--- config.mk ---
export PLATFORM = sky130hd
export DESIGN_NAME = ud_count_sequencer_flat
export DESIGN_NICKNAME = d
export VERILOG_FILES = /design/src/rtl/ud_seq_pkg.sv /design/src/rtl/ud_count_sequencer_if.sv /design/src/rtl/ud_count_core.sv /design/src/rtl/ud_count_sequencer.sv /design/src/flat_wrapper.sv
export SDC_FILE = /design/constraint.sdc
export NUM_CORES = 1
export LEC_CHECK = 0
export CAP_MARGIN = 20
export CORE_MARGIN = 2
export CORE_UTILIZATION = 47
export DETAILED_ROUTE_END_ITERATION = 7
export GPL_ROUTABILITY_DRIVEN = 0
export PLACE_DENSITY = 0.72
export RECOVER_POWER = 100
export SYNTH_ARGS = -nofsm -noshare
export SYNTH_HDL_FRONTEND = slang
export SYNTH_SLANG_ARGS = --single-unit
--- constraint.sdc ---
create_clock -name clk -period 2 [get_ports clk]
set_clock_uncertainty 0.2 [all_clocks]
set_input_delay 0.5 -clock clk [delete_from_list [all_inputs] [get_ports clk]]
set_output_delay 0.5 -clock clk [all_outputs]
set_load 0.1 [all_outputs]
--- src/rtl/ud_seq_pkg.sv ---
// ----------------------------------------------------------------------------
// ud_seq_pkg
// Shared definitions for the up/down count sequencer:
//   CNT_W      counter / argument width
//   op_e       command opcodes carried on cmd_op
//   state_e    sequencer FSM states
//   at_boundary()  true when the next step in the given direction would cross
//                  the counter range (UP at all-ones, DOWN at zero)
// ----------------------------------------------------------------------------
package ud_seq_pkg;

  localparam int CNT_W = 4;

  typedef logic [CNT_W-1:0] cnt_t;

  typedef enum logic [1:0] {
    OP_LOAD = 2'b00,
    OP_UP   = 2'b01,
    OP_DOWN = 2'b10,
    OP_NOP  = 2'b11
  } op_e;

  typedef enum logic [1:0] {
    ST_IDLE = 2'b00,
    ST_LOAD = 2'b01,
    ST_RUN  = 2'b10,
    ST_DONE = 2'b11
  } state_e;

  function automatic logic at_boundary(input cnt_t v, input logic up);
    return up ? (v == '1) : (v == '0);
  endfunction

endpackage

--- src/rtl/ud_count_sequencer_if.sv ---
// ----------------------------------------------------------------------------
// ud_count_sequencer_if
// Command and status bundle of the count sequencer.
//   cmd_valid / cmd_ready  valid/ready handshake; transfer when both high at
//                          a rising clock edge
//   cmd_op, cmd_arg        opcode and load value / step count
//   abort                  terminates a running UP/DOWN
//   q, busy, done, wrap    counter value and status pulses
// Modports:
//   master  command initiator (drives command side, observes status)
//   slave   the sequencer
// ----------------------------------------------------------------------------
interface ud_count_sequencer_if;
  import ud_seq_pkg::*;

  logic       cmd_valid;
  logic [1:0] cmd_op;
  cnt_t       cmd_arg;
  logic       cmd_ready;
  logic       abort;
  cnt_t       q;
  logic       busy;
  logic       done;
  logic       wrap;

  modport master (
    output cmd_valid, cmd_op, cmd_arg, abort,
    input  cmd_ready, q, busy, done, wrap
  );

  modport slave (
    input  cmd_valid, cmd_op, cmd_arg, abort,
    output cmd_ready, q, busy, done, wrap
  );

endinterface

--- src/rtl/ud_count_core.sv ---
// ----------------------------------------------------------------------------
// ud_count_core
// CNT_W-bit loadable up/down counter with enable. Arithmetic wraps modulo
// 2**CNT_W; range limiting is decided by the controlling FSM.
// Ports:
//   clk   rising-edge clock
//   rst   asynchronous active-high reset, clears q
//   ld    load d into q (has priority over en)
//   en    step q by one
//   u_d   step direction: 1 = up, 0 = down
//   d     load value
//   q     counter value
// ----------------------------------------------------------------------------
module ud_count_core
  import ud_seq_pkg::*;
(
  input  logic clk,
  input  logic rst,
  input  logic ld,
  input  logic en,
  input  logic u_d,
  input  cnt_t d,
  output cnt_t q
);

  // NOTE: clocked state uses non-blocking assignments so every register in
  // the design samples values from before the edge, independent of order.
  always_ff @(posedge clk or posedge rst) begin
    if (rst) begin
      q <= '0;
    end else if (ld) begin
      q <= d;
    end else if (en) begin
      q <= u_d ? q + cnt_t'(1) : q - cnt_t'(1);
    end
  end

endmodule

--- src/rtl/ud_count_sequencer.sv ---
// ----------------------------------------------------------------------------
// ud_count_sequencer
// Accepts LOAD / UP n / DOWN n / NOP commands over a valid/ready handshake and
// drives a ud_count_core through them. Four-state FSM:
//   IDLE  cmd_ready high; a command is latched on the handshake edge
//   LOAD  counter loads the latched argument on the next edge
//   RUN   counter steps once per edge until the remaining count runs out,
//         abort is seen, or (saturating build) a range boundary is hit
//   DONE  one-cycle done pulse, then back to IDLE
// Ports:
//   clk   rising-edge clock
//   rst   asynchronous active-high reset (IDLE, q=0, all pulses low)
//   bus   ud_count_sequencer_if.slave: cmd_valid/cmd_op/cmd_arg/cmd_ready,
//         abort, q, busy, done, wrap
// Build option:
//   UDSEQ_SATURATE_EN  undefined: stepping past 15 or below 0 wraps around,
//                      wrap pulses the cycle after, the run continues.
//                      defined: the boundary step is suppressed, wrap pulses
//                      and the run ends early through DONE.
// ----------------------------------------------------------------------------
module ud_count_sequencer
  import ud_seq_pkg::*;
(
  input  logic                 clk,
  input  logic                 rst,
  ud_count_sequencer_if.slave  bus
);

  state_e state, state_nxt;
  op_e    op_r, op_nxt;
  cnt_t   arg_r, arg_nxt;
  cnt_t   rem, rem_nxt;
  logic   wrap_r, wrap_nxt;

  logic   ld, en, u_d;
  logic   hit_bound;
  cnt_t   q_cnt;

  assign u_d       = (op_r == OP_UP);
  assign hit_bound = at_boundary(q_cnt, u_d);

  ud_count_core u_core (
    .clk (clk),
    .rst (rst),
    .ld  (ld),
    .en  (en),
    .u_d (u_d),
    .d   (arg_r),
    .q   (q_cnt)
  );

  always_ff @(posedge clk or posedge rst) begin
    if (rst) begin
      state  <= ST_IDLE;
      op_r   <= OP_NOP;
      arg_r  <= '0;
      rem    <= '0;
      wrap_r <= 1'b0;
    end else begin
      state  <= state_nxt;
      op_r   <= op_nxt;
      arg_r  <= arg_nxt;
      rem    <= rem_nxt;
      wrap_r <= wrap_nxt;
    end
  end

  always_comb begin
    // NOTE: every signal written here is defaulted first; a branch that
    // forgot one would otherwise infer a latch.
    state_nxt = state;
    op_nxt    = op_r;
    arg_nxt   = arg_r;
    rem_nxt   = rem;
    wrap_nxt  = 1'b0;
    ld        = 1'b0;
    en        = 1'b0;

    unique case (state)
      ST_IDLE: begin
        if (bus.cmd_valid) begin
          op_nxt  = op_e'(bus.cmd_op);
          arg_nxt = bus.cmd_arg;
          case (op_e'(bus.cmd_op))
            OP_LOAD: state_nxt = ST_LOAD;
            OP_UP, OP_DOWN: begin
              if (bus.cmd_arg != '0) begin
                state_nxt = ST_RUN;
                rem_nxt   = bus.cmd_arg;
              end else begin
                state_nxt = ST_DONE;
              end
            end
            default: state_nxt = ST_DONE;   // NOP
          endcase
        end
      end

      ST_LOAD: begin
        ld        = 1'b1;
        state_nxt = ST_DONE;
      end

      ST_RUN: begin
        // Abort wins over everything else: no step on this edge.
        if (bus.abort) begin
          state_nxt = ST_DONE;
          rem_nxt   = '0;
        end
`ifdef UDSEQ_SATURATE_EN
        else if (hit_bound) begin
          // Hold at the range limit and end the run early.
          wrap_nxt  = 1'b1;
          state_nxt = ST_DONE;
          rem_nxt   = '0;
        end
`endif
        else begin
          en       = 1'b1;
          // In the wrapping build the step itself crosses the boundary;
          // the registered flag makes wrap show up the following cycle.
          wrap_nxt = hit_bound;
          rem_nxt  = rem - cnt_t'(1);
          if (rem == cnt_t'(1)) begin
            state_nxt = ST_DONE;
          end
        end
      end

      ST_DONE: state_nxt = ST_IDLE;

      default: state_nxt = ST_IDLE;
    endcase
  end

  assign bus.cmd_ready = (state == ST_IDLE);
  assign bus.busy      = (state != ST_IDLE);
  assign bus.done      = (state == ST_DONE);
  assign bus.wrap      = wrap_r;
  assign bus.q         = q_cnt;

endmodule

--- src/flat_wrapper.sv ---
// flat-port wrapper written by rule: the top's interface ports become plain ports
module ud_count_sequencer_flat import ud_seq_pkg::*;
  (clk, rst, bus_cmd_valid, bus_cmd_op, bus_cmd_arg, bus_abort, bus_cmd_ready, bus_q, bus_busy, bus_done, bus_wrap);
  ud_count_sequencer_if bus_i ();
  input  logic clk;
  input  logic rst;
  input wire logic [$bits(bus_i.cmd_valid)-1:0] bus_cmd_valid;
  input wire logic [$bits(bus_i.cmd_op)-1:0] bus_cmd_op;
  input wire logic [$bits(bus_i.cmd_arg)-1:0] bus_cmd_arg;
  input wire logic [$bits(bus_i.abort)-1:0] bus_abort;
  output wire logic [$bits(bus_i.cmd_ready)-1:0] bus_cmd_ready;
  output wire logic [$bits(bus_i.q)-1:0] bus_q;
  output wire logic [$bits(bus_i.busy)-1:0] bus_busy;
  output wire logic [$bits(bus_i.done)-1:0] bus_done;
  output wire logic [$bits(bus_i.wrap)-1:0] bus_wrap;
  assign bus_i.cmd_valid = bus_cmd_valid;
  assign bus_i.cmd_op = bus_cmd_op;
  assign bus_i.cmd_arg = bus_cmd_arg;
  assign bus_i.abort = bus_abort;
  assign bus_cmd_ready = bus_i.cmd_ready;
  assign bus_q = bus_i.q;
  assign bus_busy = bus_i.busy;
  assign bus_done = bus_i.done;
  assign bus_wrap = bus_i.wrap;
  ud_count_sequencer u_core (.clk(clk), .rst(rst), .bus(bus_i));
endmodule
==> results_dict.tcl, run 1 <==
set metrics [dict create \
    synth-seq-cells 17 \
    drt_iter0_markers 14 \
    numPortBuffers 17 \
    syn_nets 136 \
    antenna_found_initial 0 \
    wl_per_cell_microns 16.6 \
    worst_hold_slack_ns 0.289 \
    start_util 0.491 \
    cts_hold_buf 0 \
    insertion_delay_ns 0.30 \
    min_period_over_period 1.05 \
    ff2ff_setup_slack_ns -0.09 \
    cts_tree "yes" \
    syn_inst 114 \
    placed_area_sq_um 1520 \
    path_max_fanout 4 \
    via_per_inst 5.34 \
    diodes 0 \
    finalCriticalPeriod_ns 2.09 \
    fin_nets 174 \
    critPathRequiredTime_ns 1.99 \
    syn2layout_area_growth_pct 52.1 \
    num_io_pins 18 \
    dieArea_sq_um 2690 \
    grt_start_max_net_pins 18 \
    postRouteAntennaNets 0 \
    fin_ws_ns -0.0916 \
    clock-sinks 17 \
    setup.worst_path.class "flip-flop to flip-flop" \
    cts.clk_slew.worst_paths_ns 0.10 \
    syn_area_sq_um 1080 \
    status "finished with violations" \
    routed_wirelength_microns 2980 \
    rsz0062_at_grt "true" \
    die_h_microns 51.8 \
    relSlewSlack 0.399 \
    remaining_drc_errors 0 \
    seq_area_frac_synth 0.398 \
    num_vias 955 \
    clockBufferDepth 2 \
    synth-edff-count 0 \
    grt_pass1_wl_microns 4530 \
    fin_area_sq_um 1640 \
    worst_pin_slew_ns 0.902 \
    core_area_sq_um 2190 \
    grt_pass1_vias 958 \
    drtPass1Iterations 4 \
    multiInputGateArea_sq_um 731 \
    die_w_microns 51.8 \
    end_kind "flip-flop" \
    cts_made_buffers 3 \
    rows 17 \
    critPathLaunchType "flip-flop" \
    min_path_type "flip-flop to flip-flop" \
    cts_htree_levels 1 \
    hpwl_microns 1960 \
    root_buffer "clkbuf_4" \
    setup_violations 3 \
    async_flop_share 1.00 \
    overflow 0 \
    hold_viol_final 0 \
    synth_warnings 0 \
    synth_flop_cell "dfrtp_1" \
    yosysUniqueCellTypes 34 \
    maxCapViolCount 0 \
    grt_usage 0.237 \
    max_freq_mhz 478 \
    dp_slack_ns -0.331 \
    setup_tns_ns -0.195 \
    synth.avg_cell_area_sq_um 9.44 \
    final-max-slew-violation-count 0 \
    violations "setup timing" \
    drive_gt1_frac 0.377 \
    seqCellArea_sq_um 432 \
    fillers 155 \
    crit_arrival_ns 2.08 \
]
==> cells in the mapped netlist, types with 2 or more instances <==
master      n  area share
dfrtp_1    15        0.35
inv_1      12       0.042
o21ai_0    12       0.056
ha_1       11        0.13
nand2_1    11       0.038
a21oi_1     8       0.037
nor2_1      8       0.028
mux2_2      4       0.042
nor2b_1     3       0.017
a2111oi_0   2       0.016
and4_1      2       0.016
buf_2       2      0.0093
dfstp_2     2       0.049
nor3b_1     2       0.014
==> routing by layer <==
metal  share of wire  up-vias  track usage
met1            0.43      453        0.289
met3           0.020       10       0.0345
met2            0.53       19        0.424
met5               0        -            0
li1                -      473            -
met4           0.022        0       0.0789
==> what timing repair did <==
item,CTS,global route
buffers inserted,3,1
pin swaps,6,3
resized for setup,9,8
setup endpoints to repair,3,4
==> registers in the layout (all words and copies together) (netlist names) <==
register and count:
u_core.rem 4, u_core.state 2, u_core.arg_r 4, u_core.u_core.q 4, u_core.bus.wrap 1, u_core.op_r 2
==> layout make-up <==
type	count	area share
Multi-Input combinational cell	83	0.446
Sequential cell	17	0.264
Timing Repair Buffer	35	0.221
Inverter	12	0.0313
Tap cell	28	0.0214
Clock buffer	4	0.0161
==> path summary, 6_finish.rpt <==
| check | to | cells past startpoint | from |
|---|---|---|---|
| max | u_core.u_core.q[3]$_DFFE_PP0P_ | 7 | u_core.op_r[0]$_DFFE_PP1P_ |
| min | u_core.u_core.q[2]$_DFFE_PP0P_ | 2 | u_core.arg_r[2]$_DFFE_PP0P_ |
| max reg2reg | u_core.u_core.q[3]$_DFFE_PP0P_ | 7 | u_core.op_r[0]$_DFFE_PP1P_ |
| min reg2reg | u_core.u_core.q[2]$_DFFE_PP0P_ | 2 | u_core.arg_r[2]$_DFFE_PP0P_ |
| max in group asynchronous | u_core.u_core.q[0]$_DFFE_PP0P_ | 3 | rst |
| min in group asynchronous | u_core.arg_r[3]$_DFFE_PP0P_ | 3 | rst |
==> through the flow <==
| step | util | cells |
|---|---|---|
| 3_5_place_dp | 0.694 | 171 |
| 3_3_place_gp | 0.694 | 171 |
| 6_report | 0.747 | 179 |
| 5_1_grt | 0.747 | 179 |
| 2_1_floorplan | - | 114 |
| 4_1_cts | 0.741 | 178 |
==> worst max-delay path, cell delays in order, from the launching register on <==
cell	delay, ns
dfstp_2	0.55
nor2b_4	0.17
inv_4	0.06
ha_4	0.30
nand3_4	0.10
and4_4	0.18
a2111oi_4	0.32
nand2_1	0.09
==> layout by cell type (no fill, tap or decap), drive strengths merged, types with 2 or more instances in the layout <==
cell type and count:
clkdlybuf4s50 7, nor2 8, a22oi 2, dfrtp 15, buf 22, clkbuf 8, mux2 4, nand2 11
ha 11, a2111oi 2, inv 11, a21oi 8, dfstp 2, nor2b 3, nor3b 2, and4 2
o21ai 13
==> logic make-up (layout without fill, tap and decap cells) <==
kind of cell    count (synthesis)  after routing  synth area share
flops                          17             17             0.398
fa+ha+maj                      12             12             0.147
buf+inv                        14             51            0.0512
mux                             5              5            0.0512
simple gates                   36             36             0.177
xor+xnor                        2              2            0.0163
compound gates                 28             28             0.160
Power of run 1 is not shown: default switching activity piles up to over one toggle a cycle in this logic, so the estimate is an artifact.
==> run 2: changes to the inputs <==
Settings changed: SKIP_LAST_GASP from default to 1.
==> run 2 against run 1 <==
The flow still finishes with violations (setup timing). Critical path depth unchanged. Flip-flop and latch count unchanged. Die area did not move. Register-to-register slack about the same. Non-clock buffer count stayed put. Utilization down 0.11 points. First-iteration DRC count decreased by 7.1%. Global-route usage unchanged. Critical endpoint unchanged. Final cell count unchanged. Worst hold slack worse by 0.00055 ns.
==> results_dict.tcl, run 2 (same netlist as run 1, synthesis figures left out) <==
set metrics [dict create \
    hold_viol_final 0 \
    worst_pin_slew_ns 0.906 \
    startpoint "u_core.op_r[0]$_DFFE_PP1P_" \
    reg_top3 "u_core.arg_r (4), u_core.rem (4), u_core.u_core.q (4)" \
    rsz0062_at_grt "true" \
    critPathBufInv 1 \
    grt_start_max_net_pins 18 \
    critPathRequiredTime_ns 1.99 \
    clock-sinks 17 \
    fin_area_sq_um 1630 \
    path_max_fanout 4 \
    rows 17 \
    maxCapViolCount 0 \
    overflow 0 \
    antenna_found_initial 0 \
    wl_per_cell_microns 16.6 \
    hpwl_microns 1960 \
    num_vias 946 \
    die_w_microns 51.8 \
    min_from "u_core.arg_r[2]$_DFFE_PP0P_" \
    fin_nets 174 \
    syn2layout_area_growth_pct 51.9 \
    start_util 0.491 \
    critPathLaunchType "flip-flop" \
    layout_commonest_cell "buf_4" \
    drive_gt1_frac 0.371 \
    end_kind "flip-flop" \
    whs_endpoint "u_core.u_core.q[2]$_DFFE_PP0P_" \
    crit_arrival_ns 2.08 \
    via_per_inst 5.28 \
    root_buffer "clkbuf_4" \
    rr_startpoint "u_core.op_r[0]$_DFFE_PP1P_" \
    final-max-slew-violation-count 0 \
    core_area_sq_um 2190 \
    dieArea_sq_um 2690 \
    setup_violations 3 \
    postRouteAntennaNets 0 \
    cts_made_buffers 3 \
    status "finished with violations" \
    routed_wirelength_microns 2960 \
    relSlewSlack 0.396 \
    num_io_pins 18 \
    insertion_delay_ns 0.30 \
    ff2ff_setup_slack_ns -0.09 \
    cts.clk_slew.worst_paths_ns 0.10 \
    max_stage_delay_ns 0.55 \
    fillers 155 \
    crit_cells 7 \
    r2r_cells 7 \
    cts_htree_levels 1 \
    clockBufferDepth 2 \
    max_freq_mhz 479 \
    fin_ws_ns -0.0893 \
    min_path_cells 2 \
    violations "setup timing" \
    cpMaxStageDelayCell "dfstp_2" \
    drtPass1Iterations 4 \
    cts_tree "yes" \
    placed_area_sq_um 1520 \
    utilization 0.746 \
    die_h_microns 51.8 \
    rr_endpoint "u_core.u_core.q[3]$_DFFE_PP0P_" \
    diodes 0 \
    crit_chain "nor2b_4 > inv_4 > ha_4 > nand3_4 > and4_4 > a2111oi_4 > nand2_1" \
    drt_iter0_markers 13 \
    min_period_over_period 1.04 \
    grt_usage 0.237 \
    setup.worst_path.class "flip-flop to flip-flop" \
    finalCriticalPeriod_ns 2.09 \
    grt_pass1_wl_microns 4530 \
    remaining_drc_errors 0 \
    crit_family "flip-flops" \
    numPortBuffers 17 \
    final_cell_mix "buf_4 (15), dfrtp_1 (12), nand2_1 (11)" \
    grt_pass1_vias 958 \
    min_path_type "flip-flop to flip-flop" \
    worst_hold_slack_ns 0.289 \
]
-- run 2: layer usage --
layer / part of all wire / wire [microns] / global-route usage / up-vias
met2: 0.54 / 1600 / 0.424 / 19
li1: - / - / - / 475
met3: 0.021 / 62 / 0.0345 / 6
met4: 0.015 / 45 / 0.0789 / 0
met5: 0 / 0 / 0 / -
met1: 0.42 / 1260 / 0.289 / 446
-- run 2: timing repair --
action,4_1_cts,5_1_grt
pin swaps,5,3
endpoints found under the setup margin,3,4
resized for setup,9,7
hold buffers,0,0
buffers inserted,3,1
-- run 2: tightest hold or removal path, stage by stage (launching register included) --
cell and delay, ns:
dfrtp_1 0.35, nand2_1 0.05, o21ai_1 0.06
-- run 2: cell type report --
type                            count  area, sq um  share of cell area
Clock buffer                        4         26.3              0.0161
Inverter                           12         51.3              0.0314
Multi-Input combinational cell     83          728               0.446
Sequential cell                    17          432               0.264
Tap cell                           28         35.0              0.0214
Timing Repair Buffer               35          362               0.221
-- run 2: stage by stage --
| stage | setup slack [ns] | TNS [ns] | cells |
|---|---|---|---|
| 3_3_place_gp | -0.239 | -1.18 | 171 |
| 3_5_place_dp | -0.331 | -1.53 | 171 |
| 2_1_floorplan | -0.285 | -1.68 | 114 |
| 6_report | -0.0893 | -0.206 | 179 |
| 5_1_grt | -0.180 | -0.442 | 179 |
| 4_1_cts | -0.0592 | -0.0934 | 178 |
-- run 2: how the worst max path moves through the flow --
| stage | to |
|---|---|
| floorplan | u_core.rem[0]$_DFFE_PP0P_ |
| global placement | u_core.rem[0]$_DFFE_PP0P_ |
| detailed placement | u_core.rem[0]$_DFFE_PP0P_ |
| CTS | u_core.u_core.q[3]$_DFFE_PP0P_ |
| global route | u_core.u_core.q[3]$_DFFE_PP0P_ |
| finish | u_core.u_core.q[3]$_DFFE_PP0P_ |
Power of run 2 is left out for the same reason.
